==> src/rtl/sigma_delta_modulator.sv <==
// Second-order single-bit saturating sigma-delta modulator with overload recovery
// and optional LFSR dither at the quantizer input.
module sigma_delta_modulator #(
  parameter int unsigned IN_WIDTH  = 16,
  parameter int unsigned ACC_WIDTH = 24,
  parameter int unsigned SAT_LIMIT = 16,
  parameter logic [15:0] LFSR_SEED = 16'hACE1
) (
  input  logic                clk,
  input  logic                reset,
  input  logic                clk_enable,
  input  logic [IN_WIDTH-1:0] input_data,
  input  logic                dither_en,
  output logic                dout,
  output logic                ce_out,
  output logic                overload,
  output logic                recover
);

  localparam int unsigned SumW = ACC_WIDTH + 2;
  localparam logic signed [SumW-1:0] AccMax = {3'b000, {(ACC_WIDTH - 1){1'b1}}};
  localparam logic signed [SumW-1:0] AccMin = {3'b111, {(ACC_WIDTH - 1){1'b0}}};
  localparam logic signed [SumW-1:0] Fs =
      {{(SumW - IN_WIDTH){1'b0}}, 1'b1, {(IN_WIDTH - 1){1'b0}}};
  localparam logic signed [SumW-1:0] NegFs = -Fs;
  localparam logic signed [SumW-1:0] Zero = '0;
  localparam logic [7:0] SatLast = 8'(SAT_LIMIT - 1);

  logic signed [ACC_WIDTH-1:0] int1_q, int1_d, int2_q, int2_d;
  logic signed [ACC_WIDTH-1:0] int1_clamp, int2_clamp;
  logic        [15:0]          lfsr_q, lfsr_d;
  logic        [7:0]           sat_cnt_q, sat_cnt_d;
  logic                        dout_q, ce_q, recover_q;

  logic signed [SumW-1:0] int1_ext, int2_ext, int1_new_ext, x_ext, dith, quant;
  logic signed [SumW-1:0] y_val, sum1, sum2;
  logic                   y_pos, sat1, sat2, sat, sat_last;

  always_comb begin
    int1_ext = {{2{int1_q[ACC_WIDTH-1]}}, int1_q};
    int2_ext = {{2{int2_q[ACC_WIDTH-1]}}, int2_q};
    x_ext    = {{(SumW - IN_WIDTH){input_data[IN_WIDTH-1]}}, input_data};
    dith     = dither_en ? {{(SumW - 8){lfsr_q[7]}}, lfsr_q[7:0]} : Zero;
    quant    = int2_ext + dith;
    y_pos    = (quant >= Zero);
    y_val    = y_pos ? Fs : NegFs;

    sum1 = int1_ext + x_ext - y_val;
    sat1 = 1'b0;
    if (sum1 > AccMax) begin
      int1_clamp = AccMax[ACC_WIDTH-1:0];
      sat1       = 1'b1;
    end else if (sum1 < AccMin) begin
      int1_clamp = AccMin[ACC_WIDTH-1:0];
      sat1       = 1'b1;
    end else begin
      int1_clamp = sum1[ACC_WIDTH-1:0];
    end

    // Second integrator consumes the already-clamped first integrator value.
    int1_new_ext = {{2{int1_clamp[ACC_WIDTH-1]}}, int1_clamp};
    sum2 = int2_ext + int1_new_ext - y_val;
    sat2 = 1'b0;
    if (sum2 > AccMax) begin
      int2_clamp = AccMax[ACC_WIDTH-1:0];
      sat2       = 1'b1;
    end else if (sum2 < AccMin) begin
      int2_clamp = AccMin[ACC_WIDTH-1:0];
      sat2       = 1'b1;
    end else begin
      int2_clamp = sum2[ACC_WIDTH-1:0];
    end

    sat      = sat1 | sat2;
    sat_last = sat && (sat_cnt_q == SatLast);

    int1_d    = sat_last ? '0 : int1_clamp;
    int2_d    = sat_last ? '0 : int2_clamp;
    sat_cnt_d = (sat && !sat_last) ? sat_cnt_q + 8'd1 : 8'd0;
    lfsr_d    = {lfsr_q[14:0], lfsr_q[15] ^ lfsr_q[13] ^ lfsr_q[12] ^ lfsr_q[10]};
  end

  always_ff @(posedge clk or negedge reset) begin
    if (!reset) begin
      int1_q    <= '0;
      int2_q    <= '0;
      lfsr_q    <= LFSR_SEED;
      sat_cnt_q <= '0;
      dout_q    <= 1'b0;
      ce_q      <= 1'b0;
      recover_q <= 1'b0;
    end else begin
      ce_q      <= clk_enable;
      recover_q <= clk_enable & sat_last;
      if (clk_enable) begin
        int1_q    <= int1_d;
        int2_q    <= int2_d;
        lfsr_q    <= lfsr_d;
        sat_cnt_q <= sat_cnt_d;
        dout_q    <= y_pos;
      end
    end
  end

  assign dout     = dout_q;
  assign ce_out   = ce_q;
  assign overload = |sat_cnt_q;
  assign recover  = recover_q;

endmodule
==> config.mk <==
export PLATFORM = sky130hd
export DESIGN_NAME = sigma_delta_modulator
export DESIGN_NICKNAME = d
export VERILOG_FILES = /design/src/rtl/sigma_delta_modulator.sv
export SDC_FILE = /design/constraint.sdc
export NUM_CORES = 1
export LEC_CHECK = 0
export CAP_MARGIN = 20
export CORE_MARGIN = 4
export CORE_UTILIZATION = 39
export CTS_CLUSTER_DIAMETER = 100
export CTS_CLUSTER_SIZE = 8
export DETAILED_ROUTE_END_ITERATION = 8
export GPL_TIMING_DRIVEN = 0
export PLACE_DENSITY_LB_ADDON = 0.25
export SLEW_MARGIN = 20
export SYNTH_ARGS = -nofsm -noshare
export SYNTH_HDL_FRONTEND = slang
export SYNTH_SLANG_ARGS = --single-unit
==> constraint.sdc <==
create_clock -name clk -period 12.35 [get_ports clk]
set_clock_uncertainty 0.2 [all_clocks]
set_input_delay 2.47 -clock clk [delete_from_list [all_inputs] [get_ports clk]]
set_output_delay 2.47 -clock clk [all_outputs]
set_load 0.03 [all_outputs]
==> results of run 1 <==
[sequential cells by signal, summed over array words and instances (netlist names)]
register and flops:
ce_out 1, dout 1, int1_q 24, int2_q 24, lfsr_q 16, recover 1
sat_cnt_q 8
[timing repair]
item	in CTS	in global routing
endpoints found under the setup margin	57	57
hold endpoints to repair	0	0
pin swaps	0	6
resized for setup	11	27
setup buffers	0	7
[final timing paths]
path / to / cells after the start
max in group asynchronous: lfsr_q[7] / 2
setup / recovery: int2_q[19] / 42
setup reg to reg: int2_q[19] / 41
hold reg to reg: lfsr_q[14] / 1
min in group asynchronous: int1_q[3] / 1
hold / removal: lfsr_q[14] / 1
[final cells by class]
type / count / area, um2
flip-flops and latches: 75 / 1890
fillers: 1998 / 10700
well taps: 265 / 332
repair buffers: 32 / 328
clock inverters: 5 / 31.3
clock buffers: 11 / 233
multi-input cells: 693 / 5240
inverters: 160 / 601
plain buffers: 34 / 169
[placed cells by master, fill, tap and decap left out, types with 6 or more instances in the layout]
cell type	netlist	routed
ha_1	88	88
mux2i_1	8	8
dfrtp_1	67	67
dfstp_2	8	8
o21ai_0	33	32
o21bai_1	6	6
nor3_1	17	16
o211ai_1	6	6
fa_1	16	16
xnor2_1	32	31
nand2_1	47	47
clkbuf_1	25	20
a31oi_1	18	17
clkdlybuf4s50_1	0	22
clkbuf_16	0	9
a21o_1	30	30
inv_1	159	159
o21ai_1	7	6
o21a_1	12	12
mux2_2	17	17
nand4_1	12	12
o22ai_1	19	19
a211oi_1	8	6
and2_1	12	12
and3_1	12	11
nand2b_1	11	11
xor2_1	13	12
nor2_1	58	57
buf_4	0	11
a21oi_1	126	124
nand3_1	16	16
[synth_stat cells, types with 12 or more instances]
library cell	number
fa_1	16
o22ai_1	19
nor2_1	58
clkbuf_1	25
nand3_1	16
and3_1	12
o21a_1	12
mux2_2	17
dfrtp_1	67
xor2_1	13
ha_1	88
a21oi_1	126
o21ai_0	33
xnor2_1	32
a31oi_1	18
nand2_1	47
nor3_1	17
nand4_1	12
and2_1	12
a21o_1	30
inv_1	159
[metrics by stage]
stage	area [um2]	setup TNS, ns	cells	setup WS, ns
floorplan	7760	0	963	0.655
global placement	8320	-126.60	1251	-2.37
detailed placement	8380	-43.34	1253	-0.934
CTS	8690	0	1269	0.0887
global route	8820	0	1275	0.0327
finish	8820	0	1275	0.484
[cell families (layout without fill, tap and decap cells)]
kind of cell,Yosys count,in the layout,synth area share
flip-flops,75,75,0.243
adder cells (fa/ha/maj),104,104,0.183
buffers and inverters,195,242,0.0967
XOR/XNOR,45,45,0.0508
AND/OR/NAND/NOR,213,213,0.137
multiplexers,25,25,0.0350
AO/OA/AOI/OAI,306,306,0.254
[worst max-delay path: cells and delay by family]
kind	cells	cell delay, ns
AO/OA/AOI/OAI	19	4.20
AND/OR/NAND/NOR	6	1.08
buffers and inverters	10	2.10
adder cells (fa/ha/maj)	5	1.75
XOR/XNOR	2	0.31
[layer usage]
layer	vias to the layer above	GRT usage	part of all wire
met5	-	0	0
met3	30	0.0319	0.047
met1	3303	0.275	0.48
met2	150	0.323	0.46
li1	3452	-	-
met4	0	0.0435	0.016
==> metrics, run 1 <==
status=completed; number of global-route vias before repair=6684; CTS tree=built; Mapped Nets=1087; CP Max Fanout=15; Max-slew headroom=0.453; Slew Viols, Final=0; DR vias=approximately 6.9k; post-synthesis cell area=7760 um2; area grow syn2layout=13.7%; GRT Total Usage=0.197; layout cells sized above 1=0.0950; I/O pins=24; WL final=21400 um; critical path type=primary input to flip-flop; Overflow after GRT=0; Final Cycle Share=0.961; Final ANT Viol Nets=0; Max Cap Viol=0; dpl hpwl=16500 um; Final Hold Viols=0; Worst Tran Pin Value=0.812 ns; Min Hold Slack=~0.3 ns; router iterations before antenna repair=7; Synth Area per Inst=8.06 um2; die height=149 um; # hold bufs at CTS=0; Cells after Synth=963; latest clock arrival within the worst-skew pair=0.35 ns; Final min period=11.87 ns; n_diodes=0; Synthesis Warnings=0; Final Setup Violations=0; pin count of the biggest net entering global routing=39; area leader, netlist=dfrtp_1; H-tree levels=3; clk slew on worst S/H paths=0.06 ns; Synth area leaders=dfrtp_1 (22%), ha_1 (14%), a21oi_1 (8.1%), inv_1 (7.7%), fa_1 (4.1%); port bufs=23; Post-synth EDFFs=0; number of vias per cell=5.44; Sink Count=75; flop2flop setup slack=2.80 ns; GPL Wtd Cong=0.895; Slowest-stage cell, CP=clkdlybuf4s50_1; deepest clock path buffer count=2; DRC=0; Starting DRT DRC Count=459; full die area=22200 um2; Core ar.=approximately 20000 um2; fraction of registers with async set/reset=1.00; Hold Startpoint=lfsr_q[14]; initial antenna violation count=0; final core utilization=0.452; Worst setup EP type=flip-flop; Core Rows=51; startpoint types=primary input; CTS Buf Count=9; Critical R2R Launch=lfsr_q[1]; fraction of post-synthesis cell area in the top cell type by area=0.216; Worst Hold Class=flip-flop to flip-flop; Chip Width=149 um; WL/cell=16.8 um; fin nets=1129; Worst Setup SP=dither_en; first-pass GRT wire length=35000 um; crit path DAT=11.92 ns; most used cell, CP=a21o_1; Req. time, crit path=around 12 ns; post-synthesis sequential area ratio=0.243; root buf cell=clkbuf_16; achievable frequency=84.3 MHz; Starting Density=0.397; RSZ-0062 raised after global routing=false; largest stage delay on the critical path=around 0.53 ns; Yosys cell types=70; Post-synth top flop=dfrtp_1; synthesized flop and latch total=75
Power of run 1 is not shown: default switching activity piles up to over one toggle a cycle in this logic, so the estimate is an artifact.
==> inputs of run 2 (changes only) <==
--- a/config.mk
+++ b/config.mk
@@ -9,7 +9,6 @@
 export CORE_MARGIN = 4
 export CORE_UTILIZATION = 39
 export CTS_CLUSTER_DIAMETER = 100
-export CTS_CLUSTER_SIZE = 8
 export DETAILED_ROUTE_END_ITERATION = 8
 export GPL_TIMING_DRIVEN = 0
 export PLACE_DENSITY_LB_ADDON = 0.25
==> results of run 2 <==
No change in the layout: final DEF, timing and power equal those of run 1.
Power of run 2 is left out for the same reason.
==> inputs of run 3 (changes only) <==
--- a/config.mk
+++ b/config.mk
@@ -7,11 +7,12 @@
 export LEC_CHECK = 0
 export CAP_MARGIN = 20
 export CORE_MARGIN = 4
-export CORE_UTILIZATION = 39
+export CORE_UTILIZATION = 60
 export CTS_CLUSTER_DIAMETER = 100
 export DETAILED_ROUTE_END_ITERATION = 8
 export GPL_TIMING_DRIVEN = 0
 export PLACE_DENSITY_LB_ADDON = 0.25
+export SETUP_SLACK_MARGIN = 0.05
 export SLEW_MARGIN = 20
 export SYNTH_ARGS = -nofsm -noshare
 export SYNTH_HDL_FRONTEND = slang
==> metrics, run 3 (synthesis gave the netlist of run 1 again) <==
Core ar.=12600 um2 (was 19500 um2); most frequent cells in the layout=inv_1 (159), a21oi_1 (124), ha_1 (88), dfrtp_1 (67), nor2_1 (58) (was inv_1 (159), a21oi_1 (124), ha_1 (88), dfrtp_1 (67), nor2_1 (57)); Final ANT Viol Nets=0 (unchanged); Slowest-stage cell, CP=fa_1 (was clkdlybuf4s50_1); CTS Buf Count=9 (unchanged); Overflow after GRT=0 (unchanged); router iterations before antenna repair=5 (was 7); achievable frequency=87.3 MHz (was 84.3 MHz); CTS tree=built (unchanged); Worst Tran Pin Value=0.786 ns (was 0.812 ns); layout cells sized above 1=0.0940 (was 0.0950); setup_tns=0 ns (unchanged); GRT Total Usage=0.288 (was 0.197); most used cell, CP=a21o_1 (unchanged); root buf cell=clkbuf_16 (unchanged); Largest regs=int1_q x24, int2_q x24, lfsr_q x16 (unchanged); full die area=14800 um2 (was 22200 um2); initial antenna violation count=0 (unchanged); number of global-route vias before repair=6877 (was 6684); fin nets=1130 (was 1129); status=completed (unchanged); Slew Viols, Final=0 (unchanged); largest stage delay on the critical path=0.47 ns (was 0.53 ns); Sink Count=75 (unchanged); Final Cycle Share=0.928 (was 0.961); WL/cell=17.5 um (was 16.8 um); Max Cap Viol=0 (unchanged); Chip Width=122 um (was 149 um); Placement Setup Slack=-1.33 ns (was -0.934 ns); clk slew on worst S/H paths=0.07 ns (was 0.06 ns); n_diodes=0 (unchanged); latest clock arrival within the worst-skew pair=0.35 ns (about the same); number of vias per cell=6.06 (was 5.44); flop2flop setup slack=2.83 ns (was 2.80 ns); pin count of the biggest net entering global routing=40 (was 39); Req. time, crit path=12.42 ns (was 12.41 ns); RSZ-0062 raised after global routing=false (unchanged); Starting DRT DRC Count=621 (was 459); Final Hold Viols=0 (unchanged); dpl cells=1159 (was 1253); GPL Wtd Cong=0.968 (was 0.895); dpl hpwl=15700 um (was 16500 um); critical path type=primary input to flip-flop (unchanged); final core utilization=0.690 (was 0.452); Max-slew headroom=0.472 (was 0.453); Core Rows=41 (was 51); crit path DAT=11.53 ns (was 11.92 ns); CP Max Fanout=10 (was 15); die height=122 um (was 149 um); most common library cell in the layout ignoring fill and taps=inv_1 (unchanged); I/O pins=24 (unchanged); Final min period=11.46 ns (was 11.87 ns); Final Setup Violations=0 (unchanged); H-tree levels=3 (unchanged); Worst setup EP type=flip-flop (unchanged); final worst slack=0.889 ns (was 0.484 ns); Starting Density=0.615 (was 0.397); Worst Hold Class=flip-flop to flip-flop (unchanged); Hold Path Stages=1 (unchanged); deepest clock path buffer count=2 (unchanged); WL final=20800 um (was 21400 um); first-pass GRT wire length=33900 um (was 35000 um); DR vias=7167 (was 6935); Layout Cells excl Fill=1183 (was 1275); startpoint types=primary input (unchanged); DRC=0 (unchanged); area grow syn2layout=12.2% (was 13.7%); FF-to-FF path depth=39 (was 41); port bufs=23 (unchanged)
==> run 3: cell type report <==
| class | count | area, um2 |
|---|---|---|
| well taps | 172 | 215 |
| clock buffers | 9 | 225 |
| flip-flops and latches | 75 | 1890 |
| inverters | 160 | 601 |
| plain buffers | 35 | 169 |
| multi-input cells | 693 | 5240 |
| clock inverters | 7 | 58.8 |
| fillers | 1037 | 3910 |
| repair buffers | 32 | 310 |
==> run 3: metrics by stage <==
step	hold slack (ns)	instance area, um2
5_1_grt	0.317	8710
6_report	0.305	8710
3_3_place_gp	0.287	8210
3_5_place_dp	0.293	8240
4_1_cts	0.308	8570
2_1_floorplan	0.275	7760
==> run 3: path summary, 6_finish.rpt <==
check	startpoint	end
max reg2reg	lfsr_q[1]	int2_q[19]
min reg2reg	lfsr_q[9]	lfsr_q[9]
max in group asynchronous	reset	int1_q[12]
min in group asynchronous	reset	ce_out
min	lfsr_q[9]	lfsr_q[9]
max	dither_en	int2_q[19]
==> run 3: what timing repair did <==
item,CTS,global route
hold buffers,0,0
resized for setup,6,26
setup endpoints to repair,57,57
buffers inserted,4,4
pin swaps,1,3
==> run 3: critical path: cells and delay by family <==
family,cells,cell delay (ns)
AO/OA/AOI/OAI,22,5.04
XOR/XNOR,2,0.56
adder cells (fa/ha/maj),5,1.69
buffers and inverters,7,1.18
AND/OR/NAND/NOR,4,0.59
==> run 3: routing by layer <==
layer | GRT usage | part of all wire
met1 | 0.392 | 0.44
met2 | 0.466 | 0.46
met5 | 0 | 0
met4 | 0.121 | 0.029
met3 | 0.0348 | 0.062
Power of run 3 is left out for the same reason.
